==> src/rtl/lab7_sos_nios2_qsys_0_oci_dct_ctrl.sv <==
// ---------------------------------------------------------------------------
// lab7_sos_nios2_qsys_0_oci_dct_ctrl
//
// Sequencer for the OCI data-compressed-trace (DCT) packing buffer.
//
// Trace atoms of 2 bits are packed into a 30-bit buffer of up to 15 slots.
// Slot k occupies dct_buffer[2k+1:2k]. A full buffer, or a partial buffer
// during the end-of-test drain, is emitted as a 36-bit trace word
// {2'b10, count[3:0], buffer[29:0]} over a valid/ready handshake.
//
// The drain starts on trace_stop. It flushes whatever is left in the buffer,
// waits for the output slot to empty, and then parks in ENDED until reset.
//
// Optional build macro: LAB7_SOS_OCI_DCT_TIMEOUT_EN
//   When defined, an idle timer flushes a partial buffer once TIMEOUT cycles
//   have passed since the last accepted atom. When undefined, there is no
//   timer, and partial words leave only through the drain.
//
// Parameters:
//   TIMEOUT        idle cycles before a partial flush (2..65535, timer build only)
//
// Ports:
//   clk            system clock, rising edge
//   reset_n        synchronous active-low reset
//   atom_valid     trace atom present
//   atom_data[1:0] trace atom value
//   atom_ready     atom accepted when atom_valid && atom_ready
//   trace_stop     single-cycle end-of-trace request
//   tw_valid       trace word valid
//   tw_data[35:0]  trace word
//   tw_ready       trace RAM writer accepts the word
//   dct_buffer     live packing buffer
//   dct_count      atoms currently held in dct_buffer (0..15)
//   test_ending    high while a drain is in progress
//   test_has_ended sticky, set when the drain completes
// ---------------------------------------------------------------------------
module lab7_sos_nios2_qsys_0_oci_dct_ctrl #(
  parameter int TIMEOUT = 255
) (
  input  logic        clk,
  input  logic        reset_n,
  input  logic        atom_valid,
  input  logic [1:0]  atom_data,
  output logic        atom_ready,
  input  logic        trace_stop,
  output logic        tw_valid,
  output logic [35:0] tw_data,
  input  logic        tw_ready,
  output logic [29:0] dct_buffer,
  output logic [3:0]  dct_count,
  output logic        test_ending,
  output logic        test_has_ended
);

  typedef enum logic [1:0] {
    FILL  = 2'd0,
    DRAIN = 2'd1,
    ENDED = 2'd2
  } state_t;

  state_t      state;
  state_t      state_next;
  logic [29:0] buffer_next;
  logic [3:0]  count_next;
  logic        tw_valid_next;
  logic [35:0] tw_data_next;
  logic        out_free;
  logic        accept;
  logic        load_word;
  logic        flush_due;
  logic [4:0]  slot_lsb;

  // The output register can take a new word when it is empty, or when its
  // current word is being handed off in this same cycle.
  assign out_free = !tw_valid || tw_ready;

  // A full buffer can still take an atom if the word moves out this cycle,
  // because that atom then lands in slot 0 of the freshly cleared buffer.
  assign atom_ready = (state == FILL) && ((dct_count != 4'd15) || out_free);
  assign accept     = atom_valid && atom_ready;

  assign slot_lsb = {dct_count, 1'b0};

  assign test_ending    = (state == DRAIN);
  assign test_has_ended = (state == ENDED);

`ifdef LAB7_SOS_OCI_DCT_TIMEOUT_EN
  localparam logic [15:0] TIMER_LAST = 16'(TIMEOUT - 1);

  logic [15:0] timer;
  logic [15:0] timer_next;

  // The flush fires only for a partial buffer. A full buffer always leaves
  // through the normal full-transfer path.
  assign flush_due = (timer == TIMER_LAST) && (dct_count != 4'd0) &&
                     (dct_count != 4'd15);

  // The idle timer restarts on any activity and whenever nothing is waiting.
  // When it reaches its last value it holds there until the flush can go out.
  always_comb begin
    timer_next = timer;
    if ((state != FILL) || load_word || accept || (dct_count == 4'd0)) begin
      timer_next = 16'd0;
    end else if (timer != TIMER_LAST) begin
      timer_next = timer + 16'd1;
    end
  end

  always_ff @(posedge clk) begin
    if (!reset_n) begin
      timer <= 16'd0;
    end else begin
      timer <= timer_next;
    end
  end
`else
  logic [15:0] unused_timeout;

  assign unused_timeout = 16'(TIMEOUT);
  assign flush_due      = 1'b0;
`endif

  // Next-state and datapath logic. A word is loaded when a full buffer can
  // move out, when an idle partial buffer times out, or while draining. An
  // atom accepted in the same cycle as a load goes to slot 0 of the cleared
  // buffer. Otherwise the atom is appended at the current count.
  always_comb begin
    state_next    = state;
    buffer_next   = dct_buffer;
    count_next    = dct_count;
    tw_valid_next = tw_valid;
    tw_data_next  = tw_data;
    load_word     = 1'b0;

    case (state)
      FILL: begin
        if (((dct_count == 4'd15) || flush_due) && out_free) begin
          load_word = 1'b1;
        end
        if (trace_stop) begin
          state_next = DRAIN;
        end
      end
      DRAIN: begin
        if (out_free) begin
          if (dct_count != 4'd0) begin
            load_word = 1'b1;
          end else begin
            state_next = ENDED;
          end
        end
      end
      default: begin
      end
    endcase

    if (load_word) begin
      tw_valid_next = 1'b1;
      tw_data_next  = {2'b10, dct_count, dct_buffer};
      buffer_next   = 30'd0;
      count_next    = 4'd0;
    end else if (tw_valid && tw_ready) begin
      tw_valid_next = 1'b0;
    end

    if (accept) begin
      if (load_word) begin
        buffer_next = {28'd0, atom_data};
        count_next  = 4'd1;
      end else begin
        buffer_next[slot_lsb +: 2] = atom_data;
        count_next                 = dct_count + 4'd1;
      end
    end
  end

  // State, buffer and output word registers. Reset drops any pending word
  // and any partial buffer.
  always_ff @(posedge clk) begin
    if (!reset_n) begin
      state      <= FILL;
      dct_buffer <= 30'd0;
      dct_count  <= 4'd0;
      tw_valid   <= 1'b0;
      tw_data    <= 36'd0;
    end else begin
      state      <= state_next;
      dct_buffer <= buffer_next;
      dct_count  <= count_next;
      tw_valid   <= tw_valid_next;
      tw_data    <= tw_data_next;
    end
  end

endmodule

==> config.mk <==
export PLATFORM = sky130hd
export DESIGN_NAME = lab7_sos_nios2_qsys_0_oci_dct_ctrl
export DESIGN_NICKNAME = d
export VERILOG_FILES = /design/src/rtl/lab7_sos_nios2_qsys_0_oci_dct_ctrl.sv
export SDC_FILE = /design/constraint.sdc
export NUM_CORES = 1
export LEC_CHECK = 0
export ABC_AREA = 0
export CELL_PAD_IN_SITES_DETAIL_PLACEMENT = 1
export CELL_PAD_IN_SITES_GLOBAL_PLACEMENT = 1
export CORE_ASPECT_RATIO = 0.75
export CORE_MARGIN = 5
export CORE_UTILIZATION = 35
export DETAILED_ROUTE_END_ITERATION = 6
export GPL_ROUTABILITY_DRIVEN = 1
export HOLD_SLACK_MARGIN = 0.15
export PLACE_DENSITY_LB_ADDON = 0.1
export SLEW_MARGIN = 0
export SYNTH_ARGS = -nofsm -noshare
export SYNTH_HDL_FRONTEND = slang
export SYNTH_SLANG_ARGS = --single-unit
==> constraint.sdc <==
create_clock -name clk -period 2.4 [get_ports clk]
set_input_delay 0.48 -clock clk [delete_from_list [all_inputs] [get_ports clk]]
set_output_delay 0.48 -clock clk [all_outputs]
set_load 0.01 [all_outputs]
## Word-level counts from Yosys, hierarchy flattened

Cells that the tools add are included.

| word-level totals | value |
|---|---|
| word-level logic and storage cells | 46 |
| flip-flop bits (word level) | 72 |

| cells by class | value |
|---|---|
| shift operators | 2 |
| equal/unequal tests | 7 |
| reduce and logical (&&, ||, !) cells | 13 |
| mux-type cells | 17 |
| add/sub/neg operators | 2 |

Operators by type and width:

| kind | number |
|---|---|
| 2-to-1 mux 30 bit | 3 |
| bitwise mux 30 bit | 1 |
| variable shift 2 x 7 -> 30 bit, first input constant | 1 |
| variable part select 2 x 7 -> 30 bit | 1 |
| 2-to-1 mux 4 bit | 3 |
| negation 5 -> 7 bit | 1 |
| 2-to-1 mux 2 bit | 3 |
| nonzero test 2 bit | 3 |
| 2-to-1 mux 1 bit | 5 |
| adder 4 x 1 -> 4 bit, second input constant | 1 |
| equality test 4 bit, second input constant | 1 |
| logical AND 1 bit | 4 |
| inequality test 2 bit, second input constant | 2 |
| inequality test 4 bit, second input constant | 1 |
| one-hot mux 2 bit (2 select lines) | 1 |
| AND reduction 4 bit | 1 |
| nonzero test 4 bit | 1 |
| equality test 2 x 1 -> 1 bit, second input constant | 1 |
| equality test 2 bit, second input constant | 1 |
| zero test 2 bit | 1 |
| logical OR 1 bit | 2 |
| inequality test 2 x 1 -> 1 bit, second input constant | 1 |
| one-hot mux 1 bit (2 select lines) | 1 |
| zero test 1 bit | 1 |

## Depth between registers and ports, before layout

Gate-level depths: netlist of the first run.

| logic depth | value |
|---|---|
| word-level depth | 9 |
| depth in mapped cells | 9 |
| gate-level depth less buffers | 6 |

## Worst setup path before layout of the first run

No wires, ideal clock.

| timing path | value |
|---|---|
| path kind | register to register |
| start point | register dct_count[0] |
| end point | register tw_data[14] |
| library setup time | 0.132 ns |
| stages on the path, launching flop included | 10 |
| period minus slack after synthesis | 2.155 ns |
| setup slack | 0.245 ns |
| required time | 2.268 ns |
| arrival | 2.023 ns |
| path buffers | 3 |
| path through | dfxtp_1 > clkbuf_1 > inv_1 > ha_1 > nor3b_1 > or4_1 > buf_4 > buf_6 > nand2_1 > a21oi_1 |

| on the way | value |
|---|---|
| cells in the longest elaborated chain, start to end | 4 |
| elaborated cells between the ends (all ways) | 7 |
| classes of those cells | eq/ne (1); mux (4); reduce/logical (2) |

Ends and longest elaborated chain:

| element | line | RTL |
|---|---|---|
| start, declared | 50 | `output logic [3:0] dct_count,` |
| start signal, assigned | 189 | `dct_count <= count_next;` |
| nonzero test 4 bit / equality test 4 bit (equally long branches) | 146, 137 |  |
| 2-to-1 mux 1 bit / logical AND 1 bit (equally long branches) | 146, 137 |  |
| 2-to-1 mux 1 bit (on tied branches) | 145, 137 |  |
| one-hot mux 1 bit (2 select lines) (*) | 135 | `case (state)` |
| end signal, assigned | 191 | `tw_data <= tw_data_next;` |
| end, declared | 47 | `output logic [35:0] tw_data,` |

Mark *: on every way between the ends. The rest lies on a longest branch, timed or not.
A chain may end at the register's enable or synchronous reset.

## Worst setup path in the final report of the first run

| timing path | value |
|---|---|
| start point | register dct_count[1] |
| end point | output atom_ready |

| on the way | value |
|---|---|
| cells in the longest elaborated chain, start to end | 3 |

Ends and longest elaborated chain:

| element | line | RTL |
|---|---|---|
| inequality test 4 bit | 79 | `assign atom_ready = (state == FILL) && ((dct_count != 4'd15) \|\| out_free);` |
| logical OR 1 bit | 79 |  |
| logical AND 1 bit | 79 |  |
| end, declared | 44 | `output logic atom_ready,` |

Every way passes these cells.

==> run summary, run 1 <==
Ranked by total cell area, the synthesized netlist is headed by sky130_fd_sc_hd__dfxtp_1 49%, sky130_fd_sc_hd__nand2_1 13%, sky130_fd_sc_hd__mux2i_1 9.5%, sky130_fd_sc_hd__a21oi_1 6.8%, sky130_fd_sc_hd__nand4_1 2.3%. For the worst setup path, the data arrival time is 1.73 ns. The run gives 3 as the number of H-tree levels. The number of nets handed over by synthesis was 355.

The synthesized instance count is 345, and the worst-skew pair later-pin latency is 0.33 ns. The die is 89.4 um tall. The share of the synthesized area in the top cell type came out at 49.0%.

In this run the clock root is driven by a sky130_fd_sc_hd__clkbuf_16. For this design the top-level I/O count stands at 81. Counting distinct cell types in the post-synthesis netlist gives 38. The critical path is of the flip-flop to primary output type.

The final standard cell count with taps included and fillers excluded was 540; the post-route clock skew was 0.00699 ns. The run gives 2940 um2 as the area of the mapped netlist. In this run the static leakage power is 0.00159 uW.

For this run, design rule violations remaining after detail routing come to 0. Layout cell share with drive strength beyond 1: 8.80%. Summing over every cut layer, the via total after detailed routing is 2657.

For the finished layout, the period the worst path requires is 2.21 ns. Total length of routed wires: 8390 um. For this design the ratio of total power to cell area is 701 nW/um2.

The Yosys step of the flow raised 0 warnings. The worst hold path depth was 2; the global-route total usage across every layer was 17.3%. The run gives 453 MHz as the timing-limited maximum frequency. The congestion estimate from routability-driven global placement came to 0.803.

The region available for standard cell placement spans 8350 um2. The post-synthesis register bit count was 72. The min-delay analysis places its worst path in the category flip-flop to flip-flop.

STA classifies the critical path startpoint as a flip-flop. The initial core utilization was 35.3%; the chip width was 116 um. Count of input and output buffers: 79. STA classifies the critical path endpoint as a primary output.

Relative slew slack: 59.8%. In the final layout, flip-flops and latches occupy 1440 um2. The library cell used most frequently in the layout, excluding fill and tap cells, is sky130_fd_sc_hd__nand2_1. The launch instance of the worst min-delay path was tw_data[32].

In the final timing run, aggregate negative setup slack is 0 ns. The path depth of the worst reg2reg path came out at 6. The tools report the antenna violation net count after detailed routing as 0.

The average routed wire per standard cell was 15.5 um. The flow ran to the end, and the final reports show no timing, DRC or antenna violations. The logs give 0 for the post-CTS repair timing setup buffer count and 6280 um for the half-perimeter wire length after placement. The via-per-instance ratio is 4.92.

The run gives 1.92 ns as the worst endpoint required time. TritonCTS created 9 clock buffers. The tool flagged a number of max-cap violations equal to 0.

For this block, the initial DRC count from the detailed router was 128. After global routing the overflow that remains totals 0. Final hold analysis gives a worst-case slack of 0.458 ns. The mean area per synthesized cell is 8.53 um2, and the buffer depth of the longest clock path is 2. TritonCTS built the clock tree. The logs give 0 for the final-report max-slew violation count and 437 for the final net count. The clock transition time at the flip-flop clock pins of the worst setup and hold paths came out at 0.06 ns. Number of detailed-route iterations in the first pass: 6. In this run the worst setup path begins at dct_count[1].

Along the worst path, the maximum fanout reaches 6. For the number of failing hold endpoints at the final stage, the log shows 0. The number of antenna violations at the first check in global routing was 0; the peak supply drop was 0.275 mV.

The run gives 1340 um2 as the total area of multi-input combinational cells. Setup repair after global routing left no endpoint under its margin. The floorplan step defined a die boundary enclosing 10400 um2. The first global-routing pass estimated 13800 um of wire. Cell total after placement: 524. Of the synthesized area, sequential elements account for 49.0%. Layout overhead on the synthesized area: 42.0%. Leaving out fill and tap cells, the most frequent cells in the layout are 105 x sky130_fd_sc_hd__nand2_1, 79 x sky130_fd_sc_hd__clkdlybuf4s50_1, 71 x sky130_fd_sc_hd__dfxtp_1, 40 x sky130_fd_sc_hd__a21oi_1, 28 x sky130_fd_sc_hd__mux2i_1. The logs give 0 for the final antenna diode count and 2694 for the via count of the first global-routing pass.

The maximum number of pins on one net before global-route repair is 24. The number of clock sinks seen by CTS was 72. In this run the critical register-to-register path is launched from dct_count[1]. Measured slew at the worst slew-check pin: 0.602 ns. The share of the clock period used by the worst path after layout works out to 92.0%. In this run the core area contains 29 standard-cell rows.

The setup-violating endpoint count in the final report is 0. Leading area contributor after synthesis: sky130_fd_sc_hd__dfxtp_1. Fill cells in the final layout number 1005.
## sequential cells by signal, summed over array words and instances (netlist names)
signal / flops
tw_data: 35
dct_buffer: 30
dct_count: 4
state: 2
tw_valid: 1
## worst max-delay path, cell delays in order, from the launching register on
cell                              delay [ns]
sky130_fd_sc_hd__dfxtp_2                0.39
sky130_fd_sc_hd__ha_1                   0.21
sky130_fd_sc_hd__nand3_1                0.13
sky130_fd_sc_hd__o21a_1                 0.20
sky130_fd_sc_hd__clkdlybuf4s50_1        0.47
## metal layers
metal / track usage [%] / wire [um] / up-vias / share of wire [%]
met4: 6.11 / 101 / 0 / 1.2
met5: 0 / 0 / - / 0
met3: 4.94 / 413 / 10 / 4.9
met2: 27.4 / 3700 / 59 / 44
li1: - / - / 1331 / -
met1: 22.7 / 4170 / 1257 / 50
## through the flow
step | area [um2] | utilization (%) | worst slack (ns) | power, uW
2_1_floorplan | 2940 | - | 0.245 | 1460
3_3_place_gp | 3860 | 46.3 | 0.186 | 1570
3_5_place_dp | 3860 | 46.3 | 0.191 | 1570
4_1_cts | 4180 | 50.0 | 0.0990 | 2970
5_1_grt | 4180 | 50.1 | 0.0650 | 3050
6_report | 4180 | 50.1 | 0.191 | 2930
## layout make-up
class,count,share of cell area [%]
inverters,4,0.359
clock inverters,5,1.50
repair buffers,96,22.3
flip-flops and latches,72,34.5
multi-input cells,244,32.0
clock buffers,11,6.05
well taps,108,3.23
## logic make-up after synthesis
logic type                 synth area share (%)
AOI/OAI and AO/OA                          10.8
and+or+nand+nor                            23.6
adders and majority gates                  1.28
muxes                                      9.52
other                                     0.127
buffers and inverters                      5.74
DFF                                        49.0
## path summary, 6_finish.rpt
path | to | slack [ns]
worst max-delay path | atom_ready | 0.19
worst min-delay path | tw_data[32] | 0.46
worst max register to register | dct_buffer[10] | 0.36
worst min register to register | tw_data[32] | 0.46
## repair_timing
item / CTS / global route
gates resized for setup: 0 / 1
hold buffers: 0 / 0
setup endpoints to repair: 0 / 1
## cell usage after synthesis, drive strengths merged
cell      n
ha        3
nor2b     4
or3       2
inv       4
o21ai     6
a21oi    41
and4      1
nor4      2
mux2i    28
dfxtp    72
nand3b    1
o22ai     3
o21a      1
a31oi     1
nand3     7
nand2   105
o211a     1
o211ai    1
nand4    11
nor2      7
nor3      3
and2      1
o31a      1
buf      16
or4       1
conb      1
o41a      1
clkbuf    9
or2       2
nand2b    3
nand4b    2
or3b      1
a21o      1
nor3b     2
## power breakdown
| group | internal (uW) | total (uW) | switching, uW |
|---|---|---|---|
| Clock | 866 | 1380 | 518 |
| Sequential | 1210 | 1230 | 18.3 |
| Combinational | 124 | 316 | 192 |
| Total | 2200 | 2930 | 729 |
Power figures use the tool's default switching activity.
==> inputs of run 2 (changes only) <==
--- a/config.mk
+++ b/config.mk
@@ -9,13 +9,14 @@
 export CELL_PAD_IN_SITES_DETAIL_PLACEMENT = 1
 export CELL_PAD_IN_SITES_GLOBAL_PLACEMENT = 1
 export CORE_ASPECT_RATIO = 0.75
-export CORE_MARGIN = 5
+export CORE_MARGIN = 3
 export CORE_UTILIZATION = 35
 export DETAILED_ROUTE_END_ITERATION = 6
 export GPL_ROUTABILITY_DRIVEN = 1
 export HOLD_SLACK_MARGIN = 0.15
 export PLACE_DENSITY_LB_ADDON = 0.1
-export SLEW_MARGIN = 0
+export RECOVER_POWER = 25
+export SLEW_MARGIN = 5
 export SYNTH_ARGS = -nofsm -noshare
 export SYNTH_HDL_FRONTEND = slang
 export SYNTH_SLANG_ARGS = --single-unit
==> run 2 against run 1 <==
  * Wire length shrank 3.3%
  * Die area shrank 7.8%
  * Register-to-register slack is essentially flat
  * Non-clock buffer count shrank 1
  * Hold slack lost 0.0035 ns
  * Fmax shrank 2.6%
  * Clock skew grew 0.00097 ns
  * Flip-flop and latch count is the same
  * Final cell count shrank 0.74%
  * First-iteration DRC count shrank 38%
  * Power shrank 15%
  * Critical path depth is the same
  * Critical endpoint unchanged
  * Largest cell class unchanged
  * Highest routed layer unchanged
==> run summary, run 2 (same netlist as run 1, synthesis figures left out) <==
Worst hold path depth: 2 (unchanged). The run gives 441 MHz (-2.6%) as the timing-limited maximum frequency. The data arrival time of the critical path was 1.79 ns (+0.06 ns); the number of clock sinks seen by CTS was 72 (unchanged). The clock transition time at the flip-flop clock pins of the worst setup and hold paths was 0.07 ns (about the same); the TritonCTS buffer count was 9 (unchanged). For the final antenna diode count, the log shows 0 (unchanged).

The met2 track demand over resource was 28.3% (+0.93 points); the first-iteration detailed-routing DRC count was 79 (-38%). The worst hold path belongs to the class flip-flop to flip-flop. The count of input and output buffers was 79 (unchanged); the global route total overflow was 0 (unchanged). The tools report the number of antenna violations at the first check in global routing as 0 (unchanged). Root cell of the clock tree: sky130_fd_sc_hd__clkbuf_8. The logs give 0 (unchanged) for the number of failing hold endpoints at the final stage and 36.7% (+1.4 points) for the initial core utilization. Fraction of power spent switching nets: 27.1% (+2.2 points). The count of pins on the block boundary was 81 (unchanged). The final standard cell count with taps included and fillers excluded is 536 (-0.74%), and the proportion of power drawn by flip-flops and latches is 49.4% (+7.4 points). The maximum number of pins on one net before global-route repair was 24 (unchanged).

The logs give 520 (-0.76%) for the cell total after placement and 8110 um (-3.3%) for the total length of routed wires. The tools report the switching power as 675 uW (-7.4%). The design area came out at 4050 um2 (-3.1%). The final hold slack came out at 0.454 ns (-0.00352 ns). The leakage power total was 0.00165 uW (+3.9%).

The measured slew at the worst slew-check pin came out at 0.637 ns (+0.0349 ns). Post-placement cell area: 3850 um2 (-0.29%). The row count was 28 (-3.4%); the chip width was 112 um (-3.5%). For the number of detailed-route iterations in the first pass, the log shows 4 (-2). The residual DRC count is 0 (unchanged).

The relative slew slack is 57.4% (-2.3 points). The via-per-instance ratio came out at 4.96 (+0.71%). The worst setup path is launched from a flip-flop. The final-report max-slew violation count is 0 (unchanged), and the global-route met1 utilization is 22.9% (+0.26 points). The run gives 0 (unchanged) as the max-cap check violation count.

First-pass GRT wire length: 13600 um (-1.8%). The met3 global-route usage was 6.27% (+1.3 points); the worst endpoint required time was 1.92 ns (about the same). In this run the most used layer during global routing was met2. The average routed wire per standard cell is 15.1 um (-2.5%). The final sum of negative setup slack is 0 ns (unchanged), and the final critical-path required period is 2.27 ns (+0.0599 ns). The tools report the sort of element at the end of the critical path as a primary output. Core box area: 8020 um2 (-3.9%).

The tools report the via count of the first global-routing pass as 2679 (-0.56%). The final net count was 436 (-0.23%). The flip-flop count of the largest register, all copies and words added is 35 (unchanged). The most common cell after layout, fill and taps aside was sky130_fd_sc_hd__nand2_1. The number of H-tree levels was 3 (unchanged); the global-route total usage across every layer was 17.7% (+0.40 points). The post-route clock skew is 0.00796 ns (+0.000968 ns). TritonCTS built the clock tree. Worst-skew pair later-pin latency: 0.34 ns (about the same). The half-perimeter wire length after placement was 6110 um (-2.7%); the layout cell share with drive strength beyond 1 was 8.58% (-0.21 points). The full die area is 9560 um2 (-7.8%). Relative to the synthesized area, the layout overhead comes to 37.5%.

The path depth of the worst reg2reg path was 5 (-1); the clock share of power was 38.3% (-8.9 points). The buffer depth of the longest clock path came out at 2 (unchanged). Setup repair after global routing left no endpoint under its margin.

The peak supply drop is 0.409 mV (+49%). The run finished with clean final reports. The hold-fix buffer count after cts came out at 0 (unchanged).

The maximum fanout along the worst path was 8 (+2). Post-CTS repair timing setup buffer count: 0 (unchanged). In the final layout, the registers with the most flip-flops are tw_data x35, dct_buffer x30, dct_count x4. The overall via count from detail_route was 2656 (-0.038%). The tools report the internal power as 1820 uW (-17%). The critical path is of the flip-flop to primary output type.

The total power per unit cell area works out to 615 nW/um2 (-12%). Leaving out fill and tap cells, the most frequent cells in the layout are 105 x sky130_fd_sc_hd__nand2_1, 70 x sky130_fd_sc_hd__dfxtp_1, 45 x sky130_fd_sc_hd__clkdlybuf4s50_1, 40 x sky130_fd_sc_hd__a21oi_1, 34 x sky130_fd_sc_hd__dlygate4sd3_1. The antenna violation net count after detailed routing is 0 (unchanged), and the die boundary height is 85.4 um (-4.5%).

The logs give 12.4% (+1.6 points) for the combinational power share and 0.802 (-0.16%) for the final weighted congestion in routability-driven placement. The tools report the setup-violating endpoint count in the final report as 0 (unchanged). The share of the clock period used by the worst path after layout came out at 94.5% (+2.5 points).

Ranked by flip-flop count, first place goes to tw_data.
==> run 2: changes by cell type in the layout (fill, tap and decap cells not counted), sizes merged <==
cell and change:
buf -1, dlygate4sd3 +34, clkbuf -1, inv +1, clkdlybuf4s50 -34
==> run 2: cell type report <==
cell class / count / area, um2
Multi-Input combinational cell: 244 / 1340
Timing Repair Buffer: 95 / 923
Tap cell: 105 / 131
Clock buffer: 10 / 128
Inverter: 4 / 15.0
Fill cell: 998 / 3980
Sequential cell: 72 / 1440
Clock inverter: 6 / 67.6
==> run 2: stage by stage <==
| step | power, uW | utilization [%] | worst slack (ns) |
|---|---|---|---|
| after global placement | 1560 | 48.0 | 0.187 |
| after floorplan | 1460 | - | 0.245 |
| after CTS | 2530 | 50.4 | 0.0100 |
| after global routing | 2620 | 50.5 | 0.00586 |
| final | 2490 | 50.5 | 0.131 |
| after detailed placement | 1570 | 48.0 | 0.177 |
==> run 2: per-layer routing <==
layer / part of all wire [%] / routed length (um)
met1: 48 / 3910
met2: 46 / 3720
met3: 5.2 / 421
met4: 0.80 / 65
met5: 0 / 0
==> run 2: what timing repair did <==
action                                  in CTS  in global routing
hold endpoints to repair                     0                  0
endpoints found under the setup margin       0                  1
resized for setup                            0                  2
==> run 2: worst max-delay path, stage by stage (launching register included) <==
cell and delay, ns:
sky130_fd_sc_hd__dfxtp_2 0.40, sky130_fd_sc_hd__ha_1 0.22, sky130_fd_sc_hd__nand3_1 0.15, sky130_fd_sc_hd__o21a_1 0.21
sky130_fd_sc_hd__clkdlybuf4s50_1 0.47
==> run 2: power groups by stage <==
| stage | clock network (uW) | logic [uW] | registers [uW] |
|---|---|---|---|
| 2_1_floorplan | 0 | 201 | 1260 |
| 3_3_place_gp | 0 | 303 | 1260 |
| 3_5_place_dp | 0 | 311 | 1260 |
| 4_1_cts | 985 | 312 | 1230 |
| 5_1_grt | 1050 | 342 | 1230 |
| 6_report | 953 | 308 | 1230 |
==> run 2: final timing paths <==
| check | startpoint | endpoint | slack [ns] |
|---|---|---|---|
| worst max-delay path | dct_count[0] | atom_ready | 0.13 |
| worst max register to register | dct_count[0] | dct_buffer[4] | 0.35 |
| worst min-delay path | tw_data[30] | tw_data[30] | 0.45 |
| worst min register to register | tw_data[30] | tw_data[30] | 0.45 |
